File: src/rtl/game_pkg.sv
// Shared definitions for the dinosaur-runner game-flow controller:
// the game state encoding, the per-state output flags, the speed width and
// the default timing values also used by the obstacle updater.
package game_pkg;

  typedef enum logic [1:0] {
    TITLE = 2'd0,
    RUN   = 2'd1,
    PAUSE = 2'd2,
    DEAD  = 2'd3
  } game_state_t;

  // Levels handed to the object-update blocks, one bundle per state.
  typedef struct packed {
    logic start;
    logic pause;
    logic game_over;
  } game_flags_t;

  localparam int SPEED_W = 3;

  localparam int SCORE_PERIOD_DEF = 30;
  localparam int SPEED_STEP_DEF   = 100;
  localparam int SPEED_MAX_DEF    = 7;
  localparam int DEAD_HOLD_DEF    = 90;
  localparam int SCORE_W_DEF      = 14;

  // Bits needed for a counter running 0..n-1 (at least one bit).
  function automatic int cnt_width(input int n);
    return (n > 1) ? $clog2(n) : 1;
  endfunction

  // Output levels presented while the game sits in state s.
  function automatic game_flags_t state_flags(input game_state_t s);
    game_flags_t f;
    f = '0;
    case (s)
      RUN:     f.start = 1'b1;
      PAUSE:   begin f.start = 1'b1; f.pause = 1'b1; end
      DEAD:    begin f.start = 1'b1; f.pause = 1'b1; f.game_over = 1'b1; end
      default: f = '0;
    endcase
    return f;
  endfunction

endpackage

File: src/rtl/game_sequencer_if.sv
// Button/collision inputs and game-flow outputs of game_sequencer.
// master: the board side driving buttons and reading the flow levels.
// slave:  the game_sequencer itself.
interface game_sequencer_if
  import game_pkg::*;
#(
  parameter int SCORE_W = SCORE_W_DEF
);

  logic               jump;
  logic               pause_btn;
  logic               hit;
  logic               start;
  logic               pause;
  logic               game_over;
  logic [SCORE_W-1:0] score;
  logic [SPEED_W-1:0] speed;
  logic [SCORE_W-1:0] hiscore;

  modport master (
    output jump, pause_btn, hit,
    input  start, pause, game_over, score, speed, hiscore
  );

  modport slave (
    input  jump, pause_btn, hit,
    output start, pause, game_over, score, speed, hiscore
  );

endinterface

File: src/rtl/game_sequencer_btn_press.sv
// Falling-edge detector for an active-low button level: press is high for
// the single tick where the previous level was 1 and the current level is 0.
module btn_press (
  input  logic clk3,
  input  logic reset,
  input  logic level,
  output logic press
);

  logic prev;

  // Remember last tick's button level; released (1) out of reset.
  // NOTE: sequential state uses <= so every register samples pre-edge values.
  always_ff @(posedge clk3 or posedge reset) begin
    if (reset) prev <= 1'b1;
    else       prev <= level;
  end

  // NOTE: the pulse is combinational so the consumer acts on the same edge
  // that samples the press; registering it would add a tick of latency.
  assign press = prev & ~level;

endmodule

File: src/rtl/game_sequencer.sv
// Game-flow controller: TITLE -> RUN -> PAUSE/DEAD -> TITLE, plus running
// score and speed level on the clk3 game tick.
// Optional feature: define GAME_HISCORE_EN to build the hiscore register;
// otherwise hiscore is tied to 0.
module game_sequencer
  import game_pkg::*;
#(
  parameter int SCORE_PERIOD = SCORE_PERIOD_DEF,
  parameter int SPEED_STEP   = SPEED_STEP_DEF,
  parameter int SPEED_MAX    = SPEED_MAX_DEF,
  parameter int DEAD_HOLD    = DEAD_HOLD_DEF,
  parameter int SCORE_W      = SCORE_W_DEF
) (
  input logic            clk3,
  input logic            reset,
  game_sequencer_if.slave bus
);

  localparam int TICK_W = cnt_width(SCORE_PERIOD);
  localparam int STEP_W = cnt_width(SPEED_STEP);
  localparam int HOLD_W = cnt_width(DEAD_HOLD + 1);

  localparam logic [TICK_W-1:0]  TICK_LAST = TICK_W'(SCORE_PERIOD - 1);
  localparam logic [STEP_W-1:0]  STEP_LAST = STEP_W'(SPEED_STEP - 1);
  localparam logic [HOLD_W-1:0]  HOLD_LIM  = HOLD_W'(DEAD_HOLD);
  localparam logic [SPEED_W-1:0] SPEED_LIM = SPEED_W'(SPEED_MAX);
  localparam logic [SCORE_W-1:0] SCORE_TOP = '1;

  game_state_t        state;
  game_flags_t        flags;
  logic [TICK_W-1:0]  tick_cnt;
  logic [STEP_W-1:0]  step_cnt;
  logic [HOLD_W-1:0]  hold_cnt;
  logic [SCORE_W-1:0] score_q;
  logic [SPEED_W-1:0] speed_q;

  logic jump_press;
  logic pause_press;

  btn_press u_jump_press (
    .clk3  (clk3),
    .reset (reset),
    .level (bus.jump),
    .press (jump_press)
  );

  btn_press u_pause_press (
    .clk3  (clk3),
    .reset (reset),
    .level (bus.pause_btn),
    .press (pause_press)
  );

  // Game-flow FSM with registered flags, score/speed and the three counters.
  always_ff @(posedge clk3 or posedge reset) begin
    if (reset) begin
      state    <= TITLE;
      flags    <= state_flags(TITLE);
      tick_cnt <= '0;
      step_cnt <= '0;
      hold_cnt <= '0;
      score_q  <= '0;
      speed_q  <= '0;
    end else begin
      case (state)
        TITLE: begin
          if (jump_press) begin
            state    <= RUN;
            flags    <= state_flags(RUN);
            tick_cnt <= '0;
            step_cnt <= '0;
            score_q  <= '0;
            speed_q  <= '0;
          end
        end

        RUN: begin
          // A collision beats a pause press and any score increment.
          if (bus.hit) begin
            state    <= DEAD;
            flags    <= state_flags(DEAD);
            hold_cnt <= '0;
          end else if (pause_press) begin
            state <= PAUSE;
            flags <= state_flags(PAUSE);
          end else if (tick_cnt == TICK_LAST) begin
            tick_cnt <= '0;
            // Once the score is pinned at all-ones, speed progression stops too.
            if (score_q != SCORE_TOP) begin
              score_q <= score_q + SCORE_W'(1);
              if (step_cnt == STEP_LAST) begin
                step_cnt <= '0;
                if (speed_q < SPEED_LIM) speed_q <= speed_q + SPEED_W'(1);
              end else begin
                step_cnt <= step_cnt + STEP_W'(1);
              end
            end
          end else begin
            tick_cnt <= tick_cnt + TICK_W'(1);
          end
        end

        PAUSE: begin
          if (pause_press) begin
            state <= RUN;
            flags <= state_flags(RUN);
          end
        end

        DEAD: begin
          // Restart presses before the hold expires are simply dropped.
          if (hold_cnt < HOLD_LIM) begin
            hold_cnt <= hold_cnt + HOLD_W'(1);
          end else if (jump_press) begin
            state <= TITLE;
            flags <= state_flags(TITLE);
          end
        end

        default: begin
          state <= TITLE;
          flags <= state_flags(TITLE);
        end
      endcase
    end
  end

  assign bus.start     = flags.start;
  assign bus.pause     = flags.pause;
  assign bus.game_over = flags.game_over;
  assign bus.score     = score_q;
  assign bus.speed     = speed_q;

`ifdef GAME_HISCORE_EN
  logic [SCORE_W-1:0] hiscore_q;

  // Capture a new best score on the collision edge out of RUN.
  always_ff @(posedge clk3 or posedge reset) begin
    if (reset) begin
      hiscore_q <= '0;
    end else if (state == RUN && bus.hit && score_q > hiscore_q) begin
      hiscore_q <= score_q;
    end
  end

  assign bus.hiscore = hiscore_q;
`else
  assign bus.hiscore = '0;
`endif

endmodule

File: src/flat_wrapper.sv
// flat-port wrapper written by rule: the top's interface ports become plain ports
module game_sequencer_flat import game_pkg::*;
#(
  parameter int SCORE_PERIOD = SCORE_PERIOD_DEF,
  parameter int SPEED_STEP   = SPEED_STEP_DEF,
  parameter int SPEED_MAX    = SPEED_MAX_DEF,
  parameter int DEAD_HOLD    = DEAD_HOLD_DEF,
  parameter int SCORE_W      = SCORE_W_DEF
)
  (clk3, reset, bus_jump, bus_pause_btn, bus_hit, bus_start, bus_pause, bus_game_over, bus_score, bus_speed, bus_hiscore);
  game_sequencer_if #(.SCORE_W(SCORE_W)) bus_i ();
  input logic clk3;
  input logic reset;
  input wire logic [$bits(bus_i.jump)-1:0] bus_jump;
  input wire logic [$bits(bus_i.pause_btn)-1:0] bus_pause_btn;
  input wire logic [$bits(bus_i.hit)-1:0] bus_hit;
  output wire logic [$bits(bus_i.start)-1:0] bus_start;
  output wire logic [$bits(bus_i.pause)-1:0] bus_pause;
  output wire logic [$bits(bus_i.game_over)-1:0] bus_game_over;
  output wire logic [$bits(bus_i.score)-1:0] bus_score;
  output wire logic [$bits(bus_i.speed)-1:0] bus_speed;
  output wire logic [$bits(bus_i.hiscore)-1:0] bus_hiscore;
  assign bus_i.jump = bus_jump;
  assign bus_i.pause_btn = bus_pause_btn;
  assign bus_i.hit = bus_hit;
  assign bus_start = bus_i.start;
  assign bus_pause = bus_i.pause;
  assign bus_game_over = bus_i.game_over;
  assign bus_score = bus_i.score;
  assign bus_speed = bus_i.speed;
  assign bus_hiscore = bus_i.hiscore;
  game_sequencer #(.SCORE_PERIOD(SCORE_PERIOD), .SPEED_STEP(SPEED_STEP), .SPEED_MAX(SPEED_MAX), .DEAD_HOLD(DEAD_HOLD), .SCORE_W(SCORE_W)) u_core (.clk3(clk3), .reset(reset), .bus(bus_i));
endmodule
File: config.mk
export PLATFORM = sky130hd
export DESIGN_NAME = game_sequencer_flat
export DESIGN_NICKNAME = d
export VERILOG_FILES = /design/src/rtl/game_pkg.sv /design/src/rtl/game_sequencer_if.sv /design/src/rtl/game_sequencer_btn_press.sv /design/src/rtl/game_sequencer.sv /design/src/flat_wrapper.sv
export SDC_FILE = /design/constraint.sdc
export NUM_CORES = 1
export LEC_CHECK = 0
export BUFFER_PORTS_ARGS = -buffer_cell sky130_fd_sc_hd__buf_2
export CAP_MARGIN = 30
export CELL_PAD_IN_SITES_DETAIL_PLACEMENT = 1
export CELL_PAD_IN_SITES_GLOBAL_PLACEMENT = 1
export CORE_UTILIZATION = 46
export DETAILED_ROUTE_END_ITERATION = 8
export HOLD_SLACK_MARGIN = 0.15
export PLACE_DENSITY = 0.91
export RECOVER_POWER = 25
export SYNTH_ARGS = -nofsm -noshare
export SYNTH_HDL_FRONTEND = slang
export SYNTH_SLANG_ARGS = --single-unit
File: constraint.sdc
create_clock -name clk3 -period 3.6 [get_ports clk3]
set_input_delay 0.18 -clock clk3 [delete_from_list [all_inputs] [get_ports clk3]]
set_output_delay 0.18 -clock clk3 [all_outputs]
set_load 0.01 [all_outputs]
Word level (Yosys, flattened, before mapping)
Cells that the tools add are included.
- equal/unequal tests: 19
- bitwise operators: 4
- order comparisons: 2
- muxes and demuxes: 42
- reductions and logical operators: 8
- $add $sub $neg: 5
- operator list (operator ; count):
    two-way mux 14 bit ; 5
    two-way mux 7 bit ; 8
    two-way mux 3 bit ; 12
    one-hot mux 14 bit (2 select lines) ; 1
    one-hot mux 7 bit (2 select lines) ; 2
    two-way mux 5 bit ; 4
    != test 2 x 1 -> 1 bit (second input constant) ; 8
    adder 14 x 1 -> 14 bit (second input constant) ; 1
    adder 7 x 1 -> 7 bit (second input constant) ; 2
    != test 14 bit (second input constant) ; 1
    two-way mux 2 bit ; 6
    one-hot mux 3 bit (4 select lines) ; 1
    one-hot mux 5 bit (2 select lines) ; 1
    != test 2 bit (second input constant) ; 4
    one-hot mux 2 bit (4 select lines) ; 1
    AND reduction 8 bit ; 1
    equality test 7 bit (second input constant) ; 1
    < comparator 7 bit (second input constant) ; 1
    one-hot mux 3 bit (2 select lines) ; 1
    AND reduction 6 bit ; 1
    adder 5 x 1 -> 5 bit (second input constant) ; 1
    equality test 5 bit (second input constant) ; 1
    AND reduction 5 bit ; 1
    equality test 2 bit (second input constant) ; 2
    other kinds (10) ; 13
- bits of input ports: 5
- flip-flop bits (word level): 43
- output and inout bits: 34
- logic and storage cells: 91

Logic depth before layout (Yosys ltp)
Gate-level depths: netlist (run 1).
- word-level depth: 8
- mapped depth: 8
- gate-level depth less buffers: 7

Cells and area by module
Synthesis (run 1) repeated with hierarchy kept, for this count alone.
- cells, all modules: 271
- area total of the unflattened synthesis: 2416.1 µm²
- modules (own cells, without submodules) (module ; seq. area each (µm²) ; cells an instance ; times used ; area an instance (µm²)):
    game_sequencer ; 1001.0 ; 265 ; 1 ; 2328.5
    btn_press ; 26.3 ; 3 ; 2 ; 43.8

Worst setup path before layout (run 1)
OpenSTA, ideal clock, no wires.
- path kind: reg-to-reg
- from: register u_core.score_q[0], in the netlist u_core.bus.score[0]
- to: register u_core.step_cnt[0]
- stages on the path, launching flop included: 7
- required time: 3.523 ns
- clock period less this slack: 1.822 ns
- arrival: 1.745 ns
- buffers on the path: 0
- setup time: 0.077 ns
- slack: 1.778 ns
- path through: dfrtp_1 > ha_1 > and4_1 > nand2_1 > nor2_1 > or4_1 > o21ai_1
- longest elaborated chain between the ends: 3
- ends and longest elaborated chain (element ; line ; source):
    start, declared ; game_sequencer.sv:34 ; logic [SCORE_W-1:0] score_q;
    start signal, assigned ; game_sequencer.sv:90 ; score_q <= score_q + SCORE_W'(1);
    != test 14 bit ; game_sequencer.sv:89 ; if (score_q != SCORE_TOP) begin
    != test 2 x 1 -> 1 bit (no source line) ; n/a ;
    AND reduction 6 bit (no source line) ; n/a ;
    end signal, assigned ; game_sequencer.sv:95 ; step_cnt <= step_cnt + STEP_W'(1);
    end, declared ; game_sequencer.sv:32 ; logic [STEP_W-1:0] step_cnt;
No other way between the ends.
A chain may end at the register's enable or synchronous reset.

==> results of run 1 <==
-- registers in the layout, indices dropped and copies added, names as in the netlist --
name and flops:
u_core.bus.start 1, u_core.bus.score 14, u_core.u_pause_press.prev 1, u_core.bus.game_over 1, u_core.step_cnt 7, u_core.state 2, u_core.tick_cnt 5, u_core.u_jump_press.prev 1
u_core.hold_cnt 7, u_core.bus.speed 3
-- worst reg2reg max path, delay by kind of cell, from the launching register on --
family	cells	cell delay [ns]
flops	1	0.44
compound gates	3	1.00
fa+ha+maj	1	0.27
simple gates	2	0.75
-- routing by layer --
layer,up-vias,global-route usage [%],share of wire [%]
li1,1047,-,-
met1,1079,34.0,44
met2,82,42.1,49
met3,11,5.76,5.4
met4,0,8.18,1.6
met5,-,0,0
-- through the flow --
| stage | cells | hold slack (ns) | cell area [µm²] | setup WS (ns) | util [%] |
|---|---|---|---|---|---|
| finish | 374 | 0.525 | 2710 | 1.07 | 53.1 |
| global route | 374 | 0.545 | 2710 | 0.558 | 53.1 |
| CTS | 374 | 0.524 | 2720 | 1.11 | 53.3 |
| detailed placement | 362 | 0.303 | 2570 | 1.19 | 50.3 |
| global placement | 362 | 0.295 | 2570 | 1.30 | 50.3 |
| floorplan | 289 | 0.184 | 2500 | 1.78 | - |
-- logic make-up (layout without fill, tap and decap cells) --
logic type      Yosys count  count (layout)  share of synthesized area [%]
simple gates            100             100                           21.6
compound gates           91              91                           23.1
flops                    42              42                           43.0
buf+inv                  32              47                           7.46
fa+ha+maj                 6               6                           3.07
xor+xnor                  2               2                          0.716
mux                       2               2                          0.869
other cells               1              14                          0.153
-- layout make-up --
type	instances	area [µm²]
multi-input combinational	215	1260
clock buffer	8	110
timing repair buffer	30	166
tap	70	87.6
sequential	42	1050
fill	637	2400
inverter	9	33.8
-- worst min path at each step --
stage | end | startpoint | cells after the start | slack (ns)
after floorplan | u_core.u_jump_press.prev$_DFF_PP1_ | bus_jump | 0 | 0.18
after global placement | u_core.u_pause_press.prev$_DFF_PP1_ | bus_pause_btn | 1 | 0.30
after detailed placement | u_core.u_pause_press.prev$_DFF_PP1_ | bus_pause_btn | 1 | 0.30
after CTS | u_core.u_pause_press.prev$_DFF_PP1_ | bus_pause_btn | 2 | 0.52
after global routing | u_core.u_jump_press.prev$_DFF_PP1_ | bus_jump | 2 | 0.54
final | u_core.bus.speed[2]$_DFFE_PP0P_ | u_core.bus.speed[2]$_DFFE_PP0P_ | 1 | 0.53
-- cells in the final DEF (no fill, tap or decap), types with 6 or more instances in the layout --
cell and instances:
dfrtp_1 40, o21ai_0 34, nand2_1 31, buf_2 20, nor2_1 15, a21oi_1 15, nand3_1 14, conb_1 14
a31oi_1 13, nand4_1 9, inv_1 8, clkbuf_8 8, o21ai_1 6, ha_1 6
-- synthesized netlist by cell type, types with 6 or more instances --
cell type  instances  area [µm²]
o21ai_0           34         170
a31oi_1           13        81.3
o21ai_1            6        30.0
clkbuf_1           6        22.5
ha_1               6        75.1
dfrtp_1           40        1000
nand2_1           31         116
nor2_1            15        56.3
nand4_1            9        56.3
nand3_1           14        70.1
a21oi_1           15        75.1
buf_4             14         105
inv_1              8        30.0
-- power by group through the flow --
| stage | Clock, mW | Sequential, mW | Combinational, mW |
|---|---|---|---|
| floorplan | 0 | 0.659 | 0.386 |
| global placement | 0 | 0.693 | 0.458 |
| detailed placement | 0 | 0.706 | 0.485 |
| CTS | 0.364 | 0.697 | 0.491 |
| global route | 0.378 | 0.718 | 0.547 |
| finish | 0.358 | 0.702 | 0.489 |
-- timing repair --
item / 4_1_cts / 5_1_grt
hold endpoints to repair: 43 / 0
gates resized for setup: 0 / 0
setup buffers: 0 / 0
setup endpoints to repair: 0 / 0
hold buffers: 4 / 0
==> qor.yml, run 1 <==
clock_network:
  numClockSinks: 42
  clkLatencyLatePin_ns: 0.30
  cts.reportedPaths.clkPinSlew_ns: 0.08
  htree_levels: 2
  root_buffer: "clkbuf_8"
  cts_buffer_depth: 2
  cts_buffers: 5
  tritoncts: "yes"
setup_path:
  crit_start: "reset"
  worstSetupStartpointType: "input pin"
  reg2reg_setup_slack_ns: 1.08
  timing.rr.start: "u_core.bus.score[0]$_DFFE_PP0P_"
  worstSetupEndpoint: "u_core.bus.score[8]$_DFFE_PP0P_"
  cp-end-kind: "asynchronous set/reset pin"
  r2r_end: "u_core.bus.speed[2]$_DFFE_PP0P_"
  path_class: "in2async"
  path_max_fanout: 42
  slowest_delay_ns: 1.60
  cp_cell_sequence: "dlygate4sd3_1, buf_2, inv_1, clkbuf_1"
  critPathRequiredTime_ns: 3.55
  crit_path_top_delay_cell: "clkbuf_1"
  worstSetupPathDepth: 4
  reg2reg_depth: 6
  critPathBufInv: 4
  path_delay_family: "buffers and inverters"
  cp.arrival_ns: 2.48
timing:
  hold_viol: 0
  finalSetupViolations: 0
  slew_viol_final: 43
  worstMarginPinSlew_ns: 2.25
  fin_crit_sh_pct: 70.3
  rsz0062_at_grt: "false"
  max_slew_margin_pct: -50.1
  max_freq_ghz: 0.395
  finClkSkew_ns: 0.00673
  finalSetupTns_ns: 0
  min_period_ns: 2.53
floorplan:
  die_h_um: 74.9
  dieArea_um2: 5620
  pin_count: 39
  initial_utilization_pct: 47.9
  rows: 26
  fp.dieW_um: 74.9
  core-area_um2: 5110
yosys:
  ys_warn_count: 0
  synthCells: 276
  synth-edff-count: 0
  synth_area_per_cell_um2: 8.87
  synth_ff_type: "dfrtp_1"
  synthArstFlopShare_pct: 100
  synth.cell_area_um2: 2450
  seq_area_frac_synth_pct: 43.0
  synth-seq-cells: 42
  synth_cell_type_count: 48
power:
  finalPower_mw: 1.55
  power.density_nw_per_um2: 571
  ir_drop_mv: 0.325
  power_frac_seq_pct: 45.3
  combPwrFrac_pct: 31.6
  power_frac_clock_pct: 23.1
  p_int_mw: 0.934
  p_sw_mw: 0.615
  p_leak_nw: 1.19
  swShare_pct: 39.7
detailed_routing:
  via_per_inst: 5.93
  drcViolationCount: 0
  routed_wl_um: 6530
  postRouteAntennaNets: 0
  dr.pass1.iters: 4
  drtIter0Drc: 202
  wl_per_cell_um: 17.5
  vias: 2219
run:
  maxCapViolCount: 1
grt:
  grt_usage_pct: 25.7
  grt_start_max_net_pins: 43
  grt_pass1_wl_um: 10800
  grt_pass1_vias: 2162
  overflow: 0
  antenna_found_initial: 0
hold_path:
  worstHoldPathType: "reg2reg"
finish:
  insertedDiodeCount: 0
  nNetsFinal: 314
  drive_gt1_share_pct: 12.8
  area_delta_synth_final_pct: 10.8
run_status:
  violations: "capacitance limit, slew limit"
  status: "finished, violations left"
place:
  dp_hpwl_um: 4580
  place_congestion: 0.855
  io_buffers: 24
Power figures use the tool's default switching activity.
==> inputs of run 2 (changes only) <==
- ABC_AREA: not set -> 1
- CORE_UTILIZATION: 46 -> 42
- PLACE_DENSITY: 0.91 -> 0.86
- clock period: 3.6 -> 2.59 ns (I/O delays scaled with it)
==> run 2 against run 1 <==
  * The flow now finishes without violations
  * Synthesized area rose by 6.7%
  * Sequential share of layout area down 2.2 points
  * Design area is 5.9% higher
  * Synthesized cell count increased by 25%
  * Flip-flop and latch count is the same
  * Die area increased by 16%
  * Combinational power up 94%
  * Setup slack worse by 0.55 ns
  * Non-clock buffer count is the same
  * Via count is 4.1% higher
  * Global-route usage decreased by 5.0 points
==> qor.yml, run 2 <==
finish:
  mostFrequentLayoutCells: "nand2_1, dfrtp_1, nand3_1, nor2_1, inv_1"  # was dfrtp_1, o21ai_0, nand2_1, buf_2
  nNetsFinal: 386  # was 314
  largest_register_ffs: 14  # unchanged
  area_delta_synth_final_pct: 9.91  # was 10.8%
  fillers: 786  # was 637
  final_common_cell: "nand2_1"  # was dfrtp_1
  drive_gt1_share_pct: 16.8  # was 12.8%
  insertedDiodeCount: 0  # unchanged
  final_area_um2: 2870  # was 2710 µm²
yosys:
  synthXorXnorAreaFrac_pct: 2.01  # was 0.716%
  synth_top_area_share_pct: 38.3  # was 40.9%
  muxShareOfSynthArea_pct: 0  # was 0.869%
  synth_top_family_by_area: "simple AND/OR/NAND/NOR gates"  # was compound AO/OA/AOI/OAI gates
  synthArstFlopShare_pct: 100  # unchanged
  yosys.area_share.adder_pct: 2.87  # was 3.07%
  synth.most_common_cell: "nand2_1"  # was dfrtp_1
  synth_compound_area_share_pct: 8.72  # was 23.1%
  synth-simple-area-share_pct: 34.9  # was 21.6%
  synth.area.top_cells: "dfrtp_1, nand2_1, nand3_1, nor2_1, inv_1"  # was dfrtp_1, o21ai_0, nand2_1, buf_4, a31oi_1
  synthTopCellsByCount: "nand2_1, dfrtp_1, nand3_1, nor2_1, inv_1"  # was dfrtp_1, o21ai_0, nand2_1
  synth-edff-count: 0  # unchanged
  synth-seq-cells: 42  # unchanged
  synth.cell_area_um2: 2610  # was 2450 µm²
  synth_ff_type: "dfrtp_1"  # unchanged
  seq_area_frac_synth_pct: 40.3  # was 43.0%
  synth_cell_type_count: 31  # was 48
  synthCells: 344  # was 276
  ys_warn_count: 0  # unchanged
  synth_area_per_cell_um2: 7.59  # was 8.87 µm²
  synth_largest_area_cell: "dfrtp_1"  # unchanged
clock_network:
  cts_resized: 0  # unchanged
  root_buffer: "clkbuf_8"  # unchanged
  tritoncts: "yes"  # unchanged
  cts_buffers: 5  # unchanged
  numClockSinks: 42  # unchanged
  clkLatencyLatePin_ns: 0.31  # was 0.30 ns
  htree_levels: 2  # unchanged
  cts.reportedPaths.clkPinSlew_ns: 0.09  # was 0.08 ns
  cts_buffer_depth: 2  # unchanged
run:
  maxCapViolCount: 0  # was 1
floorplan:
  pin_count: 39  # unchanged
  initial_utilization_pct: 43.9  # was 47.9%
  die_h_um: 80.9  # was 74.9 µm
  dieArea_um2: 6540  # was 5620 µm²
  core-area_um2: 5960  # was 5110 µm²
  fp.dieW_um: 80.9  # was 74.9 µm
  rows: 28  # was 26
grt:
  antenna_found_initial: 0  # unchanged
  overflow: 0  # unchanged
  grt_pass1_wl_um: 10600  # was 10800 µm
  grt_pass1_vias: 2361  # was 2162
  grt_usage_pct: 20.8  # was 25.7%
  grt_start_max_net_pins: 43  # unchanged
timing:
  finalSetupTns_ns: 0  # unchanged
  min_period_ns: 2.07
  hold_viol: 0  # unchanged
  finClkSkew_ns: 0.00857  # was 0.00673 ns
  rsz0062_at_grt: "false"  # unchanged
  slew_viol_final: 0  # was 43
  fin_crit_sh_pct: 79.8
  finalSetupViolations: 0  # unchanged
  worstMarginPinSlew_ns: 1.09  # was 2.25 ns
  max_freq_ghz: 0.484
  max_slew_margin_pct: 27.3  # was -50.1%
detailed_routing:
  wl_per_cell_um: 13.7  # was 17.5 µm
  drtIter0Drc: 97  # was 202
  drcViolationCount: 0  # unchanged
  postRouteAntennaNets: 0  # unchanged
  via_per_inst: 5.12  # was 5.93
  vias: 2311  # was 2219
  dr.pass1.iters: 4  # unchanged
  routed_wl_um: 6170  # was 6530 µm
place:
  dp_hpwl_um: 4230  # was 4580 µm
  placed_cell_area_um2: 2730  # was 2570 µm²
  io_buffers: 24  # unchanged
  place_congestion: 0.761  # was 0.855
power:
  finalPower_mw: 2.42  # was 1.55 mW
  p_leak_nw: 1.41  # was 1.19 nW
  power.density_nw_per_um2: 844  # was 571 nW/µm²
  ir_drop_mv: 0.339  # was 0.325 mV
run_status:
  status: "complete, no violations"  # was finished, violations left
setup_path:
  cp.arrival_ns: 2.30  # was 2.48 ns
  worstSetupStartpointType: "flip-flop"  # was input pin
  cp-end-kind: "flip-flop"  # was asynchronous set/reset pin
  path_class: "reg2reg"  # was in2async
  path_max_fanout: 32  # was 42
  critPathRequiredTime_ns: 2.82  # was 3.55 ns
hold_path:
  worstHoldPathType: "in2reg"  # was reg2reg
[run 2: cell types whose count changed in the layout (fill, tap and decap cells not counted), sizes merged, moves of 4 or more]
cell / previous run / this run
nand2: 31 / 104
inv: 8 / 33
nor2: 15 / 40
nand3: 15 / 36
a31oi: 13 / 0
o21ai: 40 / 28
a21oi: 15 / 7
nand2b: 6 / 0
nand3b: 0 / 6
o22ai: 6 / 0
and3: 5 / 0
o31ai: 4 / 0
[run 2: cell families (layout without fill, tap and decap cells)]
family | count (synthesis) | in the layout
AOI/OAI and AO/OA | 37 | 37
adders and majority gates | 6 | 6
DFF | 42 | 42
xor gates and xnor gates | 6 | 6
and+or+nand+nor | 200 | 200
other | 1 | 14
buffers and inverters | 52 | 71
[run 2: where the power goes]
group | internal, mW | switching, mW | leakage (nW)
Combinational | 0.280 | 0.669 | 0.789
Sequential | 0.773 | 0.141 | 0.564
Clock | 0.315 | 0.245 | 0.0585
Total | 1.37 | 1.06 | 1.41
[run 2: final timing paths]
path | start | end | slack [ns] | cells past startpoint
max | u_core.bus.score[0]$_DFFE_PP0P_ | u_core.bus.score[0]$_DFFE_PP0P_ | 0.52 | 10
min | bus_hit | u_core.hold_cnt[6]$_DFFE_PP0P_ | 0.24 | 4
max reg2reg | u_core.bus.score[0]$_DFFE_PP0P_ | u_core.bus.score[0]$_DFFE_PP0P_ | 0.52 | 10
min reg2reg | u_core.bus.game_over$_DFFE_PP0P_ | u_core.bus.game_over$_DFFE_PP0P_ | 0.48 | 2
max in group asynchronous | reset | u_core.bus.speed[1]$_DFFE_PP0P_ | 1.22 | 4
min in group asynchronous | reset | u_core.hold_cnt[4]$_DFFE_PP0P_ | 0.70 | 4
[run 2: routing by layer]
layer / share of wire (%) / GRT usage [%]
met3: 2.1 / 3.60
met2: 49 / 34.5
met4: 1.2 / 6.25
met5: 0 / 0
met1: 47 / 27.4
[run 2: area by class of cell]
type | instances | area, µm² | share of cell area [%]
well taps | 75 | 93.8 | 3.27
clock buffers | 7 | 86.3 | 3.01
multi-input cells | 263 | 1320 | 45.9
inverters | 33 | 124 | 4.31
flip-flops and latches | 42 | 1050 | 36.7
repair buffers | 30 | 165 | 5.75
clock inverters | 1 | 30.0 | 1.05
[run 2: worst max-delay path, cell delays in order (launching register included)]
cell and delay, ns:
dfrtp_1 0.44, ha_1 0.30, nand3_1 0.15, inv_2 0.12
nand2_1 0.09, nor2_2 0.14, nand2_4 0.09, nand2_4 0.31
buf_4 0.24, nand2_2 0.06, o21ai_2 0.05
[run 2: metrics by stage]
| step | hold WS, ns | cells | util (%) | worst slack [ns] |
|---|---|---|---|---|
| detailed placement | 0.249 | 440 | 45.9 | 0.564 |
| finish | 0.242 | 451 | 48.2 | 0.523 |
| global route | 0.274 | 451 | 48.2 | 0.329 |
| CTS | 0.228 | 451 | 48.3 | 0.507 |
| floorplan | 0.134 | 357 | - | 0.922 |
| global placement | 0.247 | 440 | 45.9 | 0.665 |
[run 2: what timing repair did]
action	in CTS	in global routing
hold buffers	3	0
buffers inserted	0	0
hold endpoints to repair	42	0
